===== src/rtl/mem_access.sv =====
`default_nettype none
// ============================================================================
// Module      : mem_access
// Description : MIPS MEM stage. Issues loads/stores on a req/ack data bus
//               with arbitrary wait states. Generates byte enables and store
//               replication, extracts and extends load data, and selects
//               write-back data. Stalls the pipeline while an access is
//               outstanding. Drives the registered MEM/WB outputs.
// Revision    : 1.0 - initial release
// ============================================================================
module mem_access (
  input  logic        clk,
  input  logic        rst,
  input  logic        mem_lui_sig,
  input  logic        mem_MemRead,
  input  logic        mem_MemWrite,
  input  logic        mem_MemtoReg,
  input  logic        mem_RegWrite,
  input  logic [31:0] mem_alu_result,
  input  logic [31:0] mem_rdata_b,
  input  logic [5:0]  mem_opcode,
  input  logic [31:0] mem_imme_num,
  input  logic [4:0]  mem_wreg,
  output logic        dbus_req,
  output logic        dbus_we,
  output logic [3:0]  dbus_be,
  output logic [31:0] dbus_addr,
  output logic [31:0] dbus_wdata,
  input  logic        dbus_ack,
  input  logic [31:0] dbus_rdata,
  output logic        mem_stall,
  output logic        wb_RegWrite,
  output logic [4:0]  wb_wreg,
  output logic [31:0] wb_wdata,
  output logic        wb_addr_err,
  output logic [31:0] wb_badvaddr
);

  typedef enum logic [0:0] {
    ST_IDLE = 1'b0,
    ST_BUS  = 1'b1
  } state_t;

  state_t      state_q, state_d;
  logic        dbus_req_q, dbus_req_d;
  logic        dbus_we_q, dbus_we_d;
  logic [3:0]  dbus_be_q, dbus_be_d;
  logic [31:0] dbus_addr_q, dbus_addr_d;
  logic [31:0] dbus_wdata_q, dbus_wdata_d;
  logic        wb_regwrite_q, wb_regwrite_d;
  logic [4:0]  wb_wreg_q, wb_wreg_d;
  logic [31:0] wb_wdata_q, wb_wdata_d;
  logic        wb_addr_err_q, wb_addr_err_d;
  logic [31:0] wb_badvaddr_q, wb_badvaddr_d;

  logic        w_acc;
  logic        w_is_byte;
  logic        w_is_half;
  logic        w_is_word;
  logic        w_misaligned;
  logic        w_aligned_acc;
  logic [3:0]  w_st_be;
  logic [31:0] w_st_wdata;
  logic [7:0]  w_ld_byte;
  logic [15:0] w_ld_half;
  logic        w_ld_sext;
  logic [31:0] w_ld_data;
  logic [31:0] w_wb_data;
  logic        w_unused;

  // Opcode bits above the width/sign field and the upper immediate are not needed here
  assign w_unused = ^{mem_opcode[5:3], mem_imme_num[31:16]};

  // Classify the access: width from opcode[1:0], alignment from the low address bits
  always_comb begin
    w_acc         = mem_MemRead | mem_MemWrite;
    w_is_byte     = (mem_opcode[1:0] == 2'b00);
    w_is_half     = (mem_opcode[1:0] == 2'b01);
    w_is_word     = mem_opcode[1];
    w_misaligned  = w_acc & ((w_is_half & mem_alu_result[0]) |
                             (w_is_word & (mem_alu_result[1:0] != 2'b00)));
    w_aligned_acc = w_acc & ~w_misaligned;
  end

  // Store byte lanes and data replication; loads always enable all four lanes
  always_comb begin
    w_st_be    = 4'b1111;
    w_st_wdata = mem_rdata_b;
    if (w_is_byte) begin
      w_st_wdata = {4{mem_rdata_b[7:0]}};
    end else if (w_is_half) begin
      w_st_wdata = {2{mem_rdata_b[15:0]}};
    end
    if (mem_MemWrite) begin
      if (w_is_byte) begin
        w_st_be = 4'b0001 << mem_alu_result[1:0];
      end else if (w_is_half) begin
        w_st_be = mem_alu_result[1] ? 4'b1100 : 4'b0011;
      end
    end
  end

  // Pick the addressed byte/half out of the returned word and extend it
  always_comb begin
    case (mem_alu_result[1:0])
      2'b00:   w_ld_byte = dbus_rdata[7:0];
      2'b01:   w_ld_byte = dbus_rdata[15:8];
      2'b10:   w_ld_byte = dbus_rdata[23:16];
      default: w_ld_byte = dbus_rdata[31:24];
    endcase
    w_ld_half = mem_alu_result[1] ? dbus_rdata[31:16] : dbus_rdata[15:0];
    w_ld_sext = ~mem_opcode[2];
    if (w_is_byte) begin
      w_ld_data = {{24{w_ld_sext & w_ld_byte[7]}}, w_ld_byte};
    end else if (w_is_half) begin
      w_ld_data = {{16{w_ld_sext & w_ld_half[15]}}, w_ld_half};
    end else begin
      w_ld_data = dbus_rdata;
    end
  end

  // Write-back source: load data, then LUI immediate, then ALU result
  always_comb begin
    if (mem_MemtoReg & mem_MemRead) begin
      w_wb_data = w_ld_data;
    end else if (mem_lui_sig) begin
      w_wb_data = {mem_imme_num[15:0], 16'h0000};
    end else begin
      w_wb_data = mem_alu_result;
    end
  end

  // Stall for every aligned access until the completing ack is seen in BUS
  assign mem_stall = w_aligned_acc & ~((state_q == ST_BUS) & dbus_ack);

  // Bus FSM: launch from IDLE, hold the request stable in BUS until ack
  always_comb begin
    state_d      = state_q;
    dbus_req_d   = dbus_req_q;
    dbus_we_d    = dbus_we_q;
    dbus_be_d    = dbus_be_q;
    dbus_addr_d  = dbus_addr_q;
    dbus_wdata_d = dbus_wdata_q;
    case (state_q)
      ST_IDLE: begin
        if (w_aligned_acc) begin
          dbus_req_d   = 1'b1;
          dbus_we_d    = mem_MemWrite;
          dbus_be_d    = w_st_be;
          dbus_addr_d  = {mem_alu_result[31:2], 2'b00};
          dbus_wdata_d = w_st_wdata;
          state_d      = ST_BUS;
        end
      end
      ST_BUS: begin
        if (dbus_ack) begin
          dbus_req_d = 1'b0;
          state_d    = ST_IDLE;
        end
      end
      default: begin
        dbus_req_d = 1'b0;
        state_d    = ST_IDLE;
      end
    endcase
  end

  // MEM/WB update: a bubble while stalled, otherwise capture this instruction
  always_comb begin
    wb_regwrite_d = 1'b0;
    wb_addr_err_d = 1'b0;
    wb_wreg_d     = wb_wreg_q;
    wb_wdata_d    = wb_wdata_q;
    wb_badvaddr_d = wb_badvaddr_q;
    if (!mem_stall) begin
      wb_regwrite_d = mem_RegWrite & ~w_misaligned;
      wb_addr_err_d = w_misaligned;
      wb_wreg_d     = mem_wreg;
      wb_wdata_d    = w_wb_data;
      if (w_misaligned) begin
        wb_badvaddr_d = mem_alu_result;
      end
    end
  end

  // State and output registers with synchronous active-low reset
  always_ff @(posedge clk) begin
    if (!rst) begin
      state_q       <= ST_IDLE;
      dbus_req_q    <= 1'b0;
      dbus_we_q     <= 1'b0;
      dbus_be_q     <= 4'b0000;
      dbus_addr_q   <= 32'h0;
      dbus_wdata_q  <= 32'h0;
      wb_regwrite_q <= 1'b0;
      wb_wreg_q     <= 5'd0;
      wb_wdata_q    <= 32'h0;
      wb_addr_err_q <= 1'b0;
      wb_badvaddr_q <= 32'h0;
    end else begin
      state_q       <= state_d;
      dbus_req_q    <= dbus_req_d;
      dbus_we_q     <= dbus_we_d;
      dbus_be_q     <= dbus_be_d;
      dbus_addr_q   <= dbus_addr_d;
      dbus_wdata_q  <= dbus_wdata_d;
      wb_regwrite_q <= wb_regwrite_d;
      wb_wreg_q     <= wb_wreg_d;
      wb_wdata_q    <= wb_wdata_d;
      wb_addr_err_q <= wb_addr_err_d;
      wb_badvaddr_q <= wb_badvaddr_d;
    end
  end

  assign dbus_req    = dbus_req_q;
  assign dbus_we     = dbus_we_q;
  assign dbus_be     = dbus_be_q;
  assign dbus_addr   = dbus_addr_q;
  assign dbus_wdata  = dbus_wdata_q;
  assign wb_RegWrite = wb_regwrite_q;
  assign wb_wreg     = wb_wreg_q;
  assign wb_wdata    = wb_wdata_q;
  assign wb_addr_err = wb_addr_err_q;
  assign wb_badvaddr = wb_badvaddr_q;

endmodule
`default_nettype wire


===== config.mk =====
export PLATFORM = sky130hd
export DESIGN_NAME = mem_access
export DESIGN_NICKNAME = d
export VERILOG_FILES = /design/src/rtl/mem_access.sv
export SDC_FILE = /design/constraint.sdc
export NUM_CORES = 1
export LEC_CHECK = 0
export ABC_AREA = 1
export BUFFER_PORTS_ARGS = -buffer_cell sky130_fd_sc_hd__buf_2
export CAP_MARGIN = 20
export CORE_ASPECT_RATIO = 0.8
export CORE_MARGIN = 5
export CORE_UTILIZATION = 48
export DETAILED_ROUTE_END_ITERATION = 12
export PLACE_DENSITY = 0.81
export SETUP_SLACK_MARGIN = 0.3
export SLEW_MARGIN = 25
export SYNTH_ARGS = -nofsm -noshare
export SYNTH_HDL_FRONTEND = slang
export SYNTH_SLANG_ARGS = --single-unit

===== constraint.sdc =====
create_clock -name clk -period 1.75 [get_ports clk]
set_clock_uncertainty 0.2 [all_clocks]
set_input_delay 0.0875 -clock clk [delete_from_list [all_inputs] [get_ports clk]]
set_output_delay 0.0875 -clock clk [all_outputs]
set_load 0.03 [all_outputs]

==> run summary, run 1 <==
STATUS
----------------------------------------------------------------------------------
Result of the run                                                     complete, no violations

SETUP PATH
----------------------------------------------------------------------------------
Critical Path AT                                                           1240 ps
Crit end category                                                      output port
Data required time of the critical path                                    1460 ps
CP peak stage delay                                                         360 ps
Startpoint-to-endpoint class of the critical path                       reg -> out
Crit path max fanout                                                             2
Startpoint types                                                              flop
Critical path's slowest cell                                               dfxtp_2
Cell-by-cell trace of the critical path                               nand2_4 > nand3_4 > buf_8 > clkinv_4 > buf_6

STA
----------------------------------------------------------------------------------
Tightest hold margin                                                       18.0 ps
Accumulated negative setup slack                                              0 ps
Final period utilization                                                     0.874
Finish-stage setup viols                                                         0
Max-slew violations                                                              0
Max Fclk                                                                   654 MHz
Setup repair after global routing missed its margin                           true
Final critical delay including setup and external delays                   1530 ps
Number of failing hold endpoints at the final stage                              0

FINAL LAYOUT
----------------------------------------------------------------------------------
Share of the core filled with cells                                          0.780
NumNets Final                                                                 1571
Layout overhead on the synthesized area                                      59.2%
Area used by multi-input combinational logic                              3360 µm²
Combined flip-flop and latch cell area                                    2800 µm²
Fraction of final layout cells with drive strength greater than 1            0.282
Final instance area                                                      10600 µm²
Fill count                                                                     906

GLOBAL ROUTING
----------------------------------------------------------------------------------
Via count of the first global-routing pass                                    8541
Busiest grt layer                                                             met2
Overall Global Routing Usage                                                 0.338
Global-route wire length before repair                                     43.6 mm
Largest net degree at the start of global routing                               64
Global-route track usage on met3                                            0.0844
Number of antenna violations at the first check in global routing                2
GR Layer Usage met1                                                          0.435
Met2 usage                                                                   0.505
Global-route congestion overflow total                                           0

YOSYS
----------------------------------------------------------------------------------
Combined area of all synthesized cells                                    6640 µm²
Part of the Yosys area used for sequential elements                          0.422
Synthesized instance count                                                    1031
Count of yosys warnings during synthesis                                         0
Avg Inst Size Synth                                                       6.44 µm²
Flops & latches, synth                                                         140
Count of unique library cells instantiated by Yosys                             22

CTS
----------------------------------------------------------------------------------
Insertion delay of the later-clocked pin in the worst-skew pair             420 ps
Maximum clock path buffer count                                                  2
Root Buffer                                                              clkbuf_16
Clock tree from TritonCTS                                                      yes
Maximum level of the CTS H-tree                                                  4
Number of CTS-inserted buffers                                                  17
CTS clock-pin slew for the worst setup and hold paths                        70 ps
Clock Sink Count                                                               140

PLACE
----------------------------------------------------------------------------------
HPWL after detailed placement                                              17.8 mm
Total of buffers placed on input and output ports                              267
Total cell area at the placement stage                                    8250 µm²
Last weighted congestion value of the routability-driven placer              0.933

DIE
----------------------------------------------------------------------------------
Starting utilization of the core area                                        0.490
Die ar.                                                                  16300 µm²
Die H                                                                       115 µm
Overall die width                                                           142 µm
Num ports                                                                      289
Core region area                                                         13600 µm²
FP Rows                                                                         38

ROUTING
----------------------------------------------------------------------------------
Remaining number of nets flagged by the antenna check after routing              0
Per-cell via count in the routed design                                       5.63
Drt wl/cell                                                                19.4 µm
Vias                                                                          9121
Number of DRC violations after detailed-routing iteration 0                   1362
Total Wirelength                                                           31.4 mm
Drc violations                                                                   0
Detailed-router iteration count before antenna repair                           10

POWER
----------------------------------------------------------------------------------
Leakage power total                                                        5.57 nW
Max rail drop VDD                                                       0.000788 V
Cell area power density                                                 979 nW/µm²

HOLD PATH
----------------------------------------------------------------------------------
Hold/Removal Path Class                                                  in -> reg

JOB
----------------------------------------------------------------------------------
Number of max-cap violations                                                     0

state kept, by name (all words and copies together) (netlist names):
| register | count |
|---|---|
| state_q | 1 |
| dbus_wdata | 32 |
| wb_badvaddr | 32 |
| wb_addr_err | 1 |
| dbus_req | 1 |
| wb_wdata | 32 |
| dbus_we | 1 |
| dbus_be | 4 |
| wb_RegWrite | 1 |
| dbus_addr | 30 |
| wb_wreg | 5 |
critical path: cells and delay by family, from the launching register on:
kind / cells / cell delay [ps]
DFF: 1 / 360
and+or+nand+nor: 2 / 150
buffers and inverters: 3 / 300
routing by layer:
layer  vias to the layer above  wire, µm
met3                       231      4010
met4                         0      2390
met2                       760     13500
li1                       4053         -
met5                         -         0
met1                      4077     11500
layout by cell type (no fill, tap or decap), drive strengths merged:
| cell type | count |
|---|---|
| nor2 | 210 |
| clkinvlp | 1 |
| a21oi | 47 |
| nand2 | 260 |
| a211oi | 16 |
| conb | 2 |
| nand3 | 89 |
| dlygate4sd3 | 116 |
| inv | 93 |
| buf | 314 |
| dfxtp | 140 |
| diode | 2 |
| bufinv | 2 |
| clkbuf | 27 |
| clkinv | 5 |
| o21ai | 115 |
where the power goes:
group / internal (W) / switching, W
clock network: 0.00217 / 0.00161
registers: 0.00350 / 0.000168
logic: 0.00103 / 0.00188
synthesized netlist by cell type (all sizes together):
| cell | n | area [µm²] |
|---|---|---|
| nand2 | 260 | 983 |
| nor2 | 210 | 813 |
| dfxtp | 140 | 2800 |
| o21ai | 115 | 576 |
| nand3 | 88 | 450 |
| inv | 85 | 319 |
| a21oi | 47 | 239 |
| buf | 40 | 226 |
| clkbuf | 27 | 101 |
| a211oi | 16 | 120 |
| clkinv | 2 | 7.51 |
| conb | 1 | 3.75 |
cell families after synthesis:
group                  share of synthesized area
AOI/OAI and AO/OA                          0.141
buffers and inverters                     0.0985
DFF                                        0.422
other                                   0.000565
and+or+nand+nor                            0.338
path summary, 6_finish.rpt:
| kind | startpoint | end | slack [ps] | cells past startpoint |
|---|---|---|---|---|
| setup / recovery | state_q$_SDFF_PN0_ | mem_stall | 220 | 5 |
| setup reg to reg | state_q$_SDFF_PN0_ | dbus_wdata[4]$_SDFFE_PN0P_ | 260 | 6 |
| hold reg to reg | wb_wdata[31]$_SDFFE_PN0N_ | wb_wdata[31]$_SDFFE_PN0N_ | 250 | 2 |
| hold / removal | dbus_rdata[6] | wb_wdata[6]$_SDFFE_PN0N_ | 20 | 7 |
stage by stage:
step	worst slack, ps	instances	total power [W]
2_1_floorplan	324	1032	0.00516
3_3_place_gp	155	1447	0.00596
3_5_place_dp	115	1447	0.00599
4_1_cts	237	1599	0.00996
5_1_grt	215	1619	0.0107
6_report	221	1619	0.0104
final cells by class:
cell class	count	share of cell area
Antenna cell	2	0.000473
Clock buffer	18	0.0406
Clock inverter	14	0.0164
Inverter	87	0.0316
Multi-Input combinational cell	739	0.317
Sequential cell	140	0.265
Tap cell	180	0.0213
Timing Repair Buffer	439	0.307
timing repair:
| item | CTS | global route |
|---|---|---|
| pin swaps | 2 | 12 |
| resized for setup | 9 | 55 |
| endpoints found under the setup margin | 6 | 109 |
| hold buffers | 116 | 0 |
| hold endpoints to repair | 139 | 0 |
| cloned | 1 | 15 |
| setup buffers | 3 | 3 |
Power figures use the tool's default switching activity.
==> run 2: changes to the inputs <==
--- a/config.mk
+++ b/config.mk
@@ -13,6 +13,7 @@
 export CORE_UTILIZATION = 48
 export DETAILED_ROUTE_END_ITERATION = 12
 export PLACE_DENSITY = 0.81
+export REMOVE_ABC_BUFFERS = 1
 export SETUP_SLACK_MARGIN = 0.3
 export SLEW_MARGIN = 25
 export SYNTH_ARGS = -nofsm -noshare
==> run 2 against run 1 <==
Final area shrank 0.77%. Worst hold slack improved by 9.6 ps. Combinational power shrank 5%. Sequential power is essentially flat. Die area is the same. Power is 2.2% lower. Utilization down 0.60 points. Non-clock buffer count is 1 higher. Sequential share of layout area up 0.23 points. Register-to-register slack worse by 150 ps. Global-route usage shrank 2.7 points. Critical path type is now reg -> reg. Largest cell class unchanged. Largest power group unchanged.
==> run summary, run 2 (synthesized netlist as in run 1, its figures left out) <==
FINAL LAYOUT
-------------------------------------------------------------------------------------
Combined flip-flop and latch cell area                                       2810 µm²   was 2800 µm²
Layout overhead on the synthesized area                                         57.9%   was 59.2%
NumNets Final                                                                    1571   unchanged
Most frequent standard cell in the layout excluding fill and tap cells          buf_2   unchanged
Non-Filler Instances                                                             1617   was 1619
Area used by multi-input combinational logic                                 3310 µm²   was 3360 µm²
Leading cell types in the layout, fill and taps excluded                 buf_2, nand2_1, nor2_1, dfxtp_1, dlygate4sd3_1   unchanged
Fraction of final layout cells with drive strength greater than 1               0.270   was 0.282
Final instance area                                                         10500 µm²   was 10600 µm²
Share of the core filled with cells                                             0.774   was 0.780
Fill count                                                                        987   was 906

GLOBAL ROUTING
-------------------------------------------------------------------------------------
Overall Global Routing Usage                                                    0.311   was 0.338
Number of antenna violations at the first check in global routing                   1   was 2
Via count of the first global-routing pass                                       8208   was 8541
Largest net degree at the start of global routing                                  49   was 64
Global-route congestion overflow total                                              0   unchanged
Global-route wire length before repair                                        40.7 mm   was 43.6 mm

CTS
-------------------------------------------------------------------------------------
Insertion delay of the later-clocked pin in the worst-skew pair                410 ps   was 420 ps
Number of CTS-inserted buffers                                                     17   unchanged
Root Buffer                                                                 clkbuf_16   unchanged
Maximum clock path buffer count                                                     2   unchanged
Clock Sink Count                                                                  140   unchanged
Clock tree from TritonCTS                                                         yes   unchanged
CTS clock-pin slew for the worst setup and hold paths                           60 ps   was 70 ps
Maximum level of the CTS H-tree                                                     4   unchanged

DIE
-------------------------------------------------------------------------------------
Core region area                                                            13600 µm²   unchanged
Num ports                                                                         289   unchanged
FP Rows                                                                            38   unchanged
Starting utilization of the core area                                           0.490   unchanged
Die H                                                                          115 µm   unchanged
Overall die width                                                              142 µm   unchanged
Die ar.                                                                     16300 µm²   unchanged

STATUS
-------------------------------------------------------------------------------------
Result of the run                                                        complete, no violations   unchanged

ROUTING
-------------------------------------------------------------------------------------
Drt wl/cell                                                                   17.4 µm   was 19.4 µm
Per-cell via count in the routed design                                          5.36   was 5.63
Vias                                                                             8667   was 9121
Total Wirelength                                                              28.1 mm   was 31.4 mm
Number of DRC violations after detailed-routing iteration 0                       907   was 1362
Detailed-router iteration count before antenna repair                               6   was 10
Drc violations                                                                      0   unchanged
Remaining number of nets flagged by the antenna check after routing                 0   unchanged

HOLD PATH
-------------------------------------------------------------------------------------
Launch instance of the worst min-delay path                              mem_MemWrite   was dbus_rdata[6]
Hold/Removal Path Class                                                     in -> reg   unchanged
Count of cells along the worst hold path                                            5   was 7
Endpoint with the worst hold slack                                       state_q$_SDFF_PN0_   was wb_wdata[6]$_SDFFE_PN0N_

STA
-------------------------------------------------------------------------------------
Number of failing hold endpoints at the final stage                                 0   unchanged
Tightest hold margin                                                          27.6 ps   was 18.0 ps
Tightest slew margin relative to the limit                                      0.615
Finish-stage setup viols                                                            0   unchanged
Max-slew violations                                                                 0   unchanged
Max Fclk                                                                      611 MHz   was 654 MHz
Final critical delay including setup and external delays                      1640 ps   was 1530 ps
Final period utilization                                                        0.935   was 0.874
Slew at the pin with the worst max-slew slack                                  577 ps
Setup repair after global routing missed its margin                              true   unchanged

SETUP PATH
-------------------------------------------------------------------------------------
FF-to-FF setup slack                                                           110 ps   was 260 ps
Crit end category                                                                flop   was output port
Crit path max fanout                                                                6   was 2
Critical Path AT                                                              1780 ps   was 1240 ps
R2r endpoint                                                             dbus_wdata[10]$_SDFFE_PN0P_   was dbus_wdata[4]$_SDFFE_PN0P_
Startpoint-to-endpoint class of the critical path                          reg -> reg   was reg -> out
Reg-to-reg critical path startpoint                                      state_q$_SDFF_PN0_   unchanged
Data required time of the critical path                                       1890 ps   was 1460 ps
Worst reg-to-reg path cell count                                                    6   unchanged
Startpoint types                                                                 flop   unchanged

POWER
-------------------------------------------------------------------------------------
Leakage power total                                                           5.54 nW   was 5.57 nW
Total power                                                                  0.0101 W   was 0.0104 W
Cell area power density                                                    965 nW/µm²   was 979 nW/µm²
Max rail drop VDD                                                          0.000834 V   was 0.000788 V

JOB
-------------------------------------------------------------------------------------
Number of max-cap violations                                                        0   unchanged

PLACE
-------------------------------------------------------------------------------------
Last weighted congestion value of the routability-driven placer                 0.853   was 0.933
Total of buffers placed on input and output ports                                 267   unchanged
HPWL after detailed placement                                                 16.4 mm   was 17.8 mm
Total cell area at the placement stage                                       8210 µm²   was 8250 µm²
Number of instances in the placed design                                         1444   was 1447

## run 2: changes by cell type in the layout (fill, tap and decap cells not counted), moves of 3 or more
cell | before | now
o21ai_2 | 5 | 9
dlygate4sd3_1 | 116 | 125
inv_8 | 4 | 1
o21ai_0 | 81 | 76
buf_8 | 5 | 1
clkbuf_16 | 26 | 23
nor2_2 | 16 | 7
nor2_1 | 189 | 199
nand2_1 | 252 | 255
## run 2: worst max-delay path: stages (launching register included)
cell and delay, ps:
dfxtp_4 350, buf_6 120, nor2_4 260, buf_6 210, clkbuf_16 170, o21ai_1 90
nor2_1 160
## run 2: metal layers
| layer | routed length, µm | vias to the layer above | track usage | part of all wire |
|---|---|---|---|---|
| li1 | - | 4049 | - | - |
| met1 | 10900 | 3915 | 0.387 | 0.39 |
| met2 | 12800 | 600 | 0.516 | 0.46 |
| met3 | 3310 | 103 | 0.0802 | 0.12 |
| met4 | 1090 | 0 | 0.131 | 0.039 |
| met5 | 0 | - | 0 | 0 |
## run 2: area by class of cell
class | count | share of cell area
Antenna cell | 1 | 0.000239
Clock buffer | 18 | 0.0419
Clock inverter | 13 | 0.0148
Inverter | 87 | 0.0316
Multi-Input combinational cell | 738 | 0.315
Sequential cell | 140 | 0.268
Tap cell | 180 | 0.0215
Timing Repair Buffer | 440 | 0.307
## run 2: stage by stage
| step | setup TNS [ps] | setup slack (ps) |
|---|---|---|
| after detailed placement | 0 | 93.6 |
| after global placement | 0 | 125 |
| final | 0 | 113 |
| after global routing | -47.6 | -47.6 |
| after floorplan | -52110 | -556 |
| after CTS | 0 | 277 |
## run 2: repair_timing
action / CTS / global route
endpoints found under the hold margin: 139 / 0
endpoints found under the setup margin: 36 / 101
setup buffers: 4 / 1
pin swaps: 3 / 10
hold buffers: 125 / 0
resized for setup: 13 / 41
gates cloned: 2 / 9
## run 2: worst max path at each step
stage                        from                     endpoint  slack [ps]  depth (start not counted)
2_1_floorplan  state_q$_SDFF_PN0_    wb_wdata[10]$_SDFFE_PN0N_        -560                          5
3_3_place_gp    mem_alu_result[1]      dbus_be[0]$_SDFFE_PN0P_         130                         10
3_5_place_dp    mem_alu_result[1]      dbus_be[1]$_SDFFE_PN0P_          90                         10
4_1_cts        state_q$_SDFF_PN0_                    mem_stall         280                          5
5_1_grt        state_q$_SDFF_PN0_  dbus_wdata[10]$_SDFFE_PN0P_         -50                          6
6_report       state_q$_SDFF_PN0_  dbus_wdata[10]$_SDFFE_PN0P_         110                          6
## run 2: where the power goes
part | leakage (nW) | switching, W | internal, W
registers | 1.16 | 0.000163 | 0.00350
clock network | 0.283 | 0.00153 | 0.00217
logic | 4.10 | 0.00177 | 0.000999
